**config.mk**
```make
export PLATFORM = sky130hd
export DESIGN_NAME = siso_loop_ctrl_flat
export DESIGN_NICKNAME = d
export VERILOG_FILES = /design/src/rtl/siso_pkg.sv /design/src/rtl/siso_loop_ctrl_if.sv /design/src/rtl/siso_loop_capture.sv /design/src/rtl/siso_loop_ctrl.sv /design/src/flat_wrapper.sv
export SDC_FILE = /design/constraint.sdc
export NUM_CORES = 1
export LEC_CHECK = 0
export BUFFER_PORTS_ARGS = -buffer_cell sky130_fd_sc_hd__buf_2
export CAP_MARGIN = 20
export CORE_ASPECT_RATIO = 0.75
export CORE_MARGIN = 2
export CORE_UTILIZATION = 40
export CTS_BUF_LIST = sky130_fd_sc_hd__clkbuf_8 sky130_fd_sc_hd__clkbuf_16
export DETAILED_ROUTE_END_ITERATION = 7
export GPL_TIMING_DRIVEN = 1
export HOLD_SLACK_MARGIN = 0.12
export PLACE_DENSITY = 0.68
export SLEW_MARGIN = 10
export SYNTH_ARGS = -nofsm -noshare
export SYNTH_HDL_FRONTEND = slang
export SYNTH_SLANG_ARGS = --single-unit
```
**constraint.sdc**
```tcl
create_clock -name clk -period 4.15 [get_ports clk]
set_clock_uncertainty 0.15 [all_clocks]
set_input_delay 1.245 -clock clk [delete_from_list [all_inputs] [get_ports clk]]
set_output_delay 1.245 -clock clk [all_outputs]
set_load 0.005 [all_outputs]
```
**src/rtl/siso_pkg.sv**
```systemverilog
// Shared types, defaults and sizing helper for the SISO loop controller.
package siso_pkg;

    localparam int unsigned DEF_WIDTH = 8;
    localparam int unsigned DEF_DEPTH = 4;

    typedef enum logic [1:0] {
        IDLE  = 2'b00,
        SHIFT = 2'b01,
        DRAIN = 2'b10,
        DONE  = 2'b11
    } state_t;

    // Bits needed to hold values 0..max_val without wrapping.
    function automatic int unsigned cnt_width(input int unsigned max_val);
        return (max_val < 2) ? 1 : $clog2(max_val + 1);
    endfunction

endpackage

```
**src/rtl/siso_loop_ctrl_if.sv**
```systemverilog
// Requester-side word interface of the SISO loop controller.
interface siso_loop_ctrl_if #(
    parameter int unsigned WIDTH = siso_pkg::DEF_WIDTH
);

    logic             tx_valid;
    logic             tx_ready;
    logic [WIDTH-1:0] tx_data;
    logic             rx_valid;
    logic [WIDTH-1:0] rx_data;
    logic             busy;
    logic             mismatch;

    modport master (
        output tx_valid, tx_data,
        input  tx_ready, rx_valid, rx_data, busy, mismatch
    );

    modport slave (
        input  tx_valid, tx_data,
        output tx_ready, rx_valid, rx_data, busy, mismatch
    );

endinterface

```
**src/rtl/siso_loop_capture.sv**
```systemverilog
// Samples the chain's sout DEPTH+1 edges after each launched bit and
// reassembles the word MSB-first; runs independently of the sender FSM.
module siso_loop_capture import siso_pkg::*; #(
    parameter int unsigned WIDTH = DEF_WIDTH,
    parameter int unsigned DEPTH = DEF_DEPTH
) (
    input  logic             clk,
    input  logic             rst,
    input  logic             launch,
    input  logic             sout,
    output logic [WIDTH-1:0] rx_word,
    output logic             capture_done
);

    localparam int unsigned CW   = cnt_width(WIDTH + DEPTH + 1);
    localparam int unsigned LAST = DEPTH + WIDTH - 1;

    logic             active;
    logic [CW-1:0]    cnt;
    logic [WIDTH-2:0] rx_sh;
    logic [WIDTH-1:0] next_word_c;

    // Word as it would look after taking the current sout sample.
    assign next_word_c = {rx_sh, sout};

    // Cycle counter since launch; samples in window [DEPTH, DEPTH+WIDTH-1].
    always_ff @(posedge clk or negedge rst) begin
        if (!rst) begin
            active       <= 1'b0;
            cnt          <= '0;
            rx_sh        <= '0;
            rx_word      <= '0;
            capture_done <= 1'b0;
        end else begin
            capture_done <= 1'b0;
            if (launch) begin
                active <= 1'b1;
                cnt    <= '0;
            end else if (active) begin
                cnt <= cnt + CW'(1);
                if (cnt >= CW'(DEPTH)) begin
                    rx_sh <= next_word_c[WIDTH-2:0];
                end
                if (cnt == CW'(LAST)) begin
                    active       <= 1'b0;
                    rx_word      <= next_word_c;
                    capture_done <= 1'b1;
                end
            end
        end
    end

endmodule

```
**src/rtl/siso_loop_ctrl.sv**
```systemverilog
// Sequencer for an external free-running SISO chain: serialises an accepted
// word MSB-first onto sin and returns the looped-back word with a valid pulse.
// Optional macro SISO_LOOP_CHECK_EN adds a retained-word compare (mismatch).
module siso_loop_ctrl import siso_pkg::*; #(
    parameter int unsigned WIDTH = DEF_WIDTH,
    parameter int unsigned DEPTH = DEF_DEPTH
) (
    input  logic             clk,
    input  logic             rst,
    siso_loop_ctrl_if.slave  bus,
    output logic             sin,
    input  logic             sout
);

    localparam int unsigned CW = cnt_width(WIDTH + DEPTH + 1);

    state_t           state;
    logic [WIDTH-2:0] tx_sh;
    logic [CW-1:0]    tx_cnt;
    logic             tx_ready_q;
    logic             rx_valid_q;
    logic             busy_q;
    logic             accept_c;
    logic [WIDTH-1:0] rx_word;
    logic             capture_done;

    // Handshake completes only while IDLE holds tx_ready.
    assign accept_c = bus.tx_valid & tx_ready_q;

    siso_loop_capture #(
        .WIDTH (WIDTH),
        .DEPTH (DEPTH)
    ) u_capture (
        .clk          (clk),
        .rst          (rst),
        .launch       (accept_c),
        .sout         (sout),
        .rx_word      (rx_word),
        .capture_done (capture_done)
    );

    // Sender FSM with registered handshake, status and serial outputs.
    always_ff @(posedge clk or negedge rst) begin
        if (!rst) begin
            state      <= IDLE;
            sin        <= 1'b0;
            tx_sh      <= '0;
            tx_cnt     <= '0;
            tx_ready_q <= 1'b1;
            rx_valid_q <= 1'b0;
            busy_q     <= 1'b0;
        end else begin
            rx_valid_q <= 1'b0;
            case (state)
                IDLE: begin
                    sin <= 1'b0;
                    if (accept_c) begin
                        tx_sh      <= bus.tx_data[WIDTH-2:0];
                        sin        <= bus.tx_data[WIDTH-1];
                        tx_cnt     <= '0;
                        tx_ready_q <= 1'b0;
                        busy_q     <= 1'b1;
                        state      <= SHIFT;
                    end
                end
                SHIFT: begin
                    if (tx_cnt == CW'(WIDTH - 1)) begin
                        sin   <= 1'b0;
                        state <= DRAIN;
                    end else begin
                        tx_cnt <= tx_cnt + CW'(1);
                        sin    <= tx_sh[WIDTH-2];
                        tx_sh  <= tx_sh << 1;
                    end
                end
                DRAIN: begin
                    sin <= 1'b0;
                    if (capture_done) begin
                        rx_valid_q <= 1'b1;
                        state      <= DONE;
                    end
                end
                DONE: begin
                    tx_cnt     <= '0;
                    tx_ready_q <= 1'b1;
                    busy_q     <= 1'b0;
                    state      <= IDLE;
                end
            endcase
        end
    end

    assign bus.tx_ready = tx_ready_q;
    assign bus.rx_valid = rx_valid_q;
    assign bus.rx_data  = rx_word;
    assign bus.busy     = busy_q;

`ifdef SISO_LOOP_CHECK_EN
    logic [WIDTH-1:0] ref_word;
    logic             mismatch_q;

    // Retain the sent word; compare on entry to DONE, sticky until next accept.
    always_ff @(posedge clk or negedge rst) begin
        if (!rst) begin
            ref_word   <= '0;
            mismatch_q <= 1'b0;
        end else if (accept_c) begin
            ref_word   <= bus.tx_data;
            mismatch_q <= 1'b0;
        end else if ((state == DRAIN) && capture_done) begin
            mismatch_q <= (rx_word != ref_word);
        end
    end

    assign bus.mismatch = mismatch_q;
`else
    assign bus.mismatch = 1'b0;
`endif

endmodule

```
**src/flat_wrapper.sv**
```systemverilog
// flat-port wrapper written by rule: the top's interface ports become plain ports
module siso_loop_ctrl_flat import siso_pkg::*;
#(
    parameter int unsigned WIDTH = DEF_WIDTH,
    parameter int unsigned DEPTH = DEF_DEPTH
)
  (clk, rst, sin, sout, bus_tx_valid, bus_tx_data, bus_tx_ready, bus_rx_valid, bus_rx_data, bus_busy, bus_mismatch);
  siso_loop_ctrl_if #(.WIDTH(WIDTH)) bus_i ();
  input  logic clk;
  input  logic rst;
  output logic sin;
  input  logic sout;
  input wire logic [$bits(bus_i.tx_valid)-1:0] bus_tx_valid;
  input wire logic [$bits(bus_i.tx_data)-1:0] bus_tx_data;
  output wire logic [$bits(bus_i.tx_ready)-1:0] bus_tx_ready;
  output wire logic [$bits(bus_i.rx_valid)-1:0] bus_rx_valid;
  output wire logic [$bits(bus_i.rx_data)-1:0] bus_rx_data;
  output wire logic [$bits(bus_i.busy)-1:0] bus_busy;
  output wire logic [$bits(bus_i.mismatch)-1:0] bus_mismatch;
  assign bus_i.tx_valid = bus_tx_valid;
  assign bus_i.tx_data = bus_tx_data;
  assign bus_tx_ready = bus_i.tx_ready;
  assign bus_rx_valid = bus_i.rx_valid;
  assign bus_rx_data = bus_i.rx_data;
  assign bus_busy = bus_i.busy;
  assign bus_mismatch = bus_i.mismatch;
  siso_loop_ctrl #(.WIDTH(WIDTH), .DEPTH(DEPTH)) u_core (.clk(clk), .rst(rst), .bus(bus_i), .sin(sin), .sout(sout));
endmodule
```
Word-level counts from Yosys, hierarchy flattened --
Cells that the tools add are included.
Cells by class: add/subtract/negate cells 2, divide/modulo/power cells 0, bitwise gates (word level) 2, multipliers 0, magnitude comparators 1, reduce and logical (&&, ||, !) cells 12, muxes and demuxes 27, eq/ne operators 9, shift-type cells 0
Operators by type and width (count):
- $mux W4 | 4
- $reduce_and A3 Y1 | 5
- $mux W7 | 2
- $pmux W7 S2 | 1
- $mux W1 | 12
- $pmux W4 S3 | 1
- $add A4 B1 Y4 const B | 2
- $pmux W2 S4 | 1
- $mux W2 | 3
- $reduce_bool A2 Y1 | 3
- $reduce_bool A3 Y1 | 2
- $eq A2 B2 Y1 const B | 2
- $eq A4 B3 Y1 const B | 1
- $eq A4 B4 Y1 const B | 1
- $ge A4 B3 Y1 const B | 1
- $ne A2 B1 Y1 const B | 2
- $ne A2 B2 Y1 const B | 2
- $pmux W1 S2 | 2
- $pmux W1 S3 | 1
- $eq A2 B1 Y1 const B | 1
- $logic_not A2 Y1 | 1
- $reduce_and A2 Y1 | 1
- $and A1 B1 Y1 | 1
- $not A1 Y1 | 1
Storage, ports and cells: RAM bits 0, input bits 12, memory bits (read-only) 0, memories 0, bits in registers 38, output and inout bits 13, bits in latches 0

Logic depth before layout (Yosys ltp) --
word-level depth 4, mapped depth 6, depth with buffers taken out 5

By module --
From an unflattened synthesis, not the netlist that was laid out.
Unflattened totals: cells, all modules 141, area, all modules 1908.1 sq um
Modules (own cells, without submodules):
- siso_loop_ctrl | cells each 88, times used 1, sequential area each 426.7 sq um, area each 1023.5 sq um
- siso_loop_capture | cells each 53, times used 1, sequential area each 525.5 sq um, area each 884.6 sq um

Worst setup path before layout --
Ideal clock, no wire load.
path type input to register, start input bus_tx_valid, end register u_core.u_capture.rx_sh[0], path slack 1.605 ns, required time 3.875 ns, stages 5, setup time 0.125 ns, arrival time 2.270 ns, cells stage by stage buf_6 > and2_1 > buf_6 > nor3_4 > mux2_2
Between the ends: word-level cells in the longest chain between the ends 3
Ends and longest elaborated chain:
- start: declaration | line flat_wrapper.sv:13 | input wire logic [$bits(bus_i.tx_valid)-1:0] bus_tx_valid;
- $and A1 B1 Y1 | line siso_loop_ctrl.sv:28 | assign accept_c = bus.tx_valid & tx_ready_q;
- $not A1 Y1 (no line)
- $reduce_and A3 Y1 (no line)
- end signal: assignment | line siso_loop_capture.sv:42 | rx_sh <= next_word_c[WIDTH-2:0];
- end: declaration | line siso_loop_capture.sv:20 | logic [WIDTH-2:0] rx_sh;
No other way between the ends. A chain may end at the register's enable or synchronous reset.

Worst setup path in the final report --
start input bus_tx_valid, end register u_core.tx_sh[3]
Between the ends: word-level cells in the longest chain between the ends 3
Ends and longest elaborated chain:
- $and A1 B1 Y1 | line siso_loop_ctrl.sv:28
- $ne A2 B1 Y1 (no line)
- $reduce_and A3 Y1 (no line)
- end signal: assignment | line siso_loop_ctrl.sv:58 | tx_sh <= bus.tx_data[WIDTH-2:0];
- end signal: assignment | line siso_loop_ctrl.sv:73 | tx_sh <= tx_sh << 1;
- end: declaration | line siso_loop_ctrl.sv:18 | logic [WIDTH-2:0] tx_sh;
No other way between the ends.

==> metrics.yaml <==
outcome:
  status: "completed"
power:
  power_leakage_nw: 0.9688
  max-vdd-ir-drop_mv: 0.3643
  p_per_area_nw_per_um2: 784.3
  totalPowerFinal_mw: 1.669
logic_synthesis:
  ys_ff_latch: 38
  yosysWarnings: 0
  synth_xor_area_share_pct: 1.415
  syn_area_um2: 1857
  synth_edf_count: 0
  synth_area_per_cell_um2: 11.68
  yosysSeqAreaShare_pct: 51.28
  synth.distinct_cells: 42
  netlist_instances: 159
  syn_nets: 177
  synth_top_family_by_area: "simple AND/OR/NAND/NOR gates"
  synth-adder-area-share_pct: 4.043
  synth-simple-area-share_pct: 14.49
  synth_mux_area_share_pct: 10.18
  async_reset_ff_share_pct: 100.0
  synth_top_flop_cell: "dfrtp_1"
  synth_compound_area_share_pct: 13.34
sta:
  period_needed_ns: 2.456
  setup_viol: 0
  rsz0062_at_grt: "no"
  period_share_pct: 59.19
  drv_slew: 0
  fin_tns_setup_ns: 0
  worst_pin_slew_ns: 0.8406
  timing.final.hold_violations: 0
  relSlewSlack_pct: 43.96
  max_freq_mhz: 407.1
final_layout:
  n_fill_cell: 412
  diodes: 0
  nets: 200
  drive_gt1_share_pct: 34.97
  areaGrowthSynthToFinish_pct: 14.62
  instances_no_fill: 240
cts:
  cts_tree: "yes"
  cts_resized: 0
  clockBufferDepth: 2
  h-tree-depth: 2
  cts_buffers: 5
  clk_latency_ns: 0.29
  clock_sinks: 38
  clk_pin_slew_ns: 0.08
  post_cts_buffers: 0
  cts_root_buffer: "clkbuf_8"
  ctsHoldBuffers: 0
setup_path:
  reg2reg_depth: 6
  critPathKind: "input port to flop"
  critPathRequiredTime_ns: 4.23
  r2r_end: "u_core.tx_sh[3]"
  crit_start: "bus_tx_valid"
  r2r_start: "u_core.state[0]"
  endpoint_kind: "flop"
  start_kind: "input port"
  worstPathMaxFanout: 11
  worstPathArrival_ns: 2.54
  worstSetupEndpoint: "u_core.tx_sh[3]"
  r2r_slack_ns: 1.85
placement:
  gp_congestion: 0.7598
  io_buffers: 23
  dp_cells: 232
  dp_hpwl_um: 2344
floorplanning:
  start_util_pct: 41.57
  core-area_um2: 4467
  io_pins: 25
  row_count: 21
  die_h_um: 63.01
  fp.dieArea_um2: 5209
  die_x_um: 82.67
routing:
  ant_nets: 0
  vias_per_cell: 5.363
  dr.pass1.iters: 4
  wl_per_cell_um: 14.45
  drt_iter0_markers: 117
  wl_um: 3469
  vias: 1287
  drc: 0
hold_path:
  hp-class: "flop to flop"
  holdPathStages: 1
global_route:
  grt_use_total_pct: 14.90
  grt_pass1_wl_um: 5809
  antenna_found_initial: 0
  grt_overflow: 0
  grt_max_degree: 39
  grt_pass1_vias: 1153
job:
  cap_violations: 0
## cells by family after synthesis
family                     count (synthesis)
buffers and inverters                     17
AOI/OAI and AO/OA                         35
xor gates and xnor gates                   3
muxes                                     17
and+or+nand+nor                           42
DFF                                       38
adders and majority gates                  6
other                                      1
## critical path: stages
cell,delay (ns)
buf_2,0.16
a21boi_0,0.10
buf_4,0.18
a41oi_1,0.54
o221a_2,0.32
## cells in the final DEF, fill, tap and decap left out, types with 3 or more instances in the layout
master / count
clkbuf_8: 5
and4b_2: 6
ha_1: 6
a21oi_1: 4
nand2_1: 6
mux2_2: 15
o21ai_0: 13
nand4_1: 4
o221a_2: 6
dfrtp_1: 37
nor2_1: 11
buf_2: 23
nand3_1: 3
inv_1: 9
## sequential cells by signal, indices dropped and copies added (netlist names)
name / count
u_core.u_capture.rx_word: 8
u_core.state: 2
u_core.u_capture.rx_sh: 7
u_core.bus.rx_valid: 1
u_core.tx_cnt: 4
u_core.tx_sh: 7
u_core.u_capture.cnt: 4
u_core.u_capture.capture_done: 1
u_core.sin: 1
u_core.bus.tx_ready: 1
u_core.u_capture.active: 1
u_core.bus.busy: 1
## worst min path at each step
| stage | start | to | slack (ns) |
|---|---|---|---|
| floorplan | u_core.u_capture.capture_done | u_core.bus.rx_valid | 0.31 |
| global placement | u_core.u_capture.rx_word[0] | u_core.u_capture.rx_word[0] | 0.33 |
| detailed placement | u_core.u_capture.rx_word[4] | u_core.u_capture.rx_word[4] | 0.34 |
| CTS | u_core.u_capture.rx_word[0] | u_core.u_capture.rx_word[0] | 0.36 |
| global route | u_core.u_capture.rx_word[1] | u_core.u_capture.rx_word[1] | 0.37 |
| finish | u_core.u_capture.rx_word[0] | u_core.u_capture.rx_word[0] | 0.35 |
## where the power goes
group          leakage [nW]  internal, mW  switching [mW]
Sequential            0.458         0.531           0.110
Clock                0.0683         0.241           0.135
Combinational         0.443         0.327           0.325
## synthesized netlist by cell type (2+ instances only)
cell	n	share of area [%]
dfrtp_1	37	50
mux2_2	15	9.1
o21ai_0	13	3.5
nor2_1	11	2.2
inv_1	9	1.8
and4b_2	6	3.6
ha_1	6	4.0
nand2_1	6	1.2
o221a_2	6	3.6
a21oi_1	4	1.1
nand4_1	4	1.3
buf_6	3	1.8
nand3_1	3	0.81
a211oi_1	2	0.81
and2_1	2	0.67
buf_2	2	0.54
mux2i_1	2	1.1
nor2b_1	2	0.67
o211ai_1	2	0.81
xor2_1	2	0.94
## layout make-up
class	instances	area, um2	share of cell area [%]
clock buffer	5	68.82	3.233
tap	57	71.32	3.351
multi-input combinational	104	810.8	38.10
sequential	38	952.2	44.74
timing repair buffer	24	122.6	5.761
clock inverter	3	68.82	3.233
inverter	9	33.78	1.587
## routing by layer
layer,vias up,part of all wire (%),global-route usage (%)
met1,634,53,24.60
li1,628,-,-
met3,4,4.2,3.902
met5,-,0,0
met2,21,41,18.04
met4,0,1.2,5.533
## stage by stage
stage | cell area (um2) | worst slack [ns] | utilization, % | hold slack (ns)
2_1_floorplan | 1857 | 1.605 | - | 0.3084
3_3_place_gp | 1991 | 1.440 | 44.57 | 0.3322
3_5_place_dp | 1991 | 1.401 | 44.57 | 0.3378
4_1_cts | 2128 | 1.684 | 47.65 | 0.3553
5_1_grt | 2128 | 1.543 | 47.65 | 0.3667
6_report | 2128 | 1.694 | 47.65 | 0.3510
(Power assumes the default switching activity.)
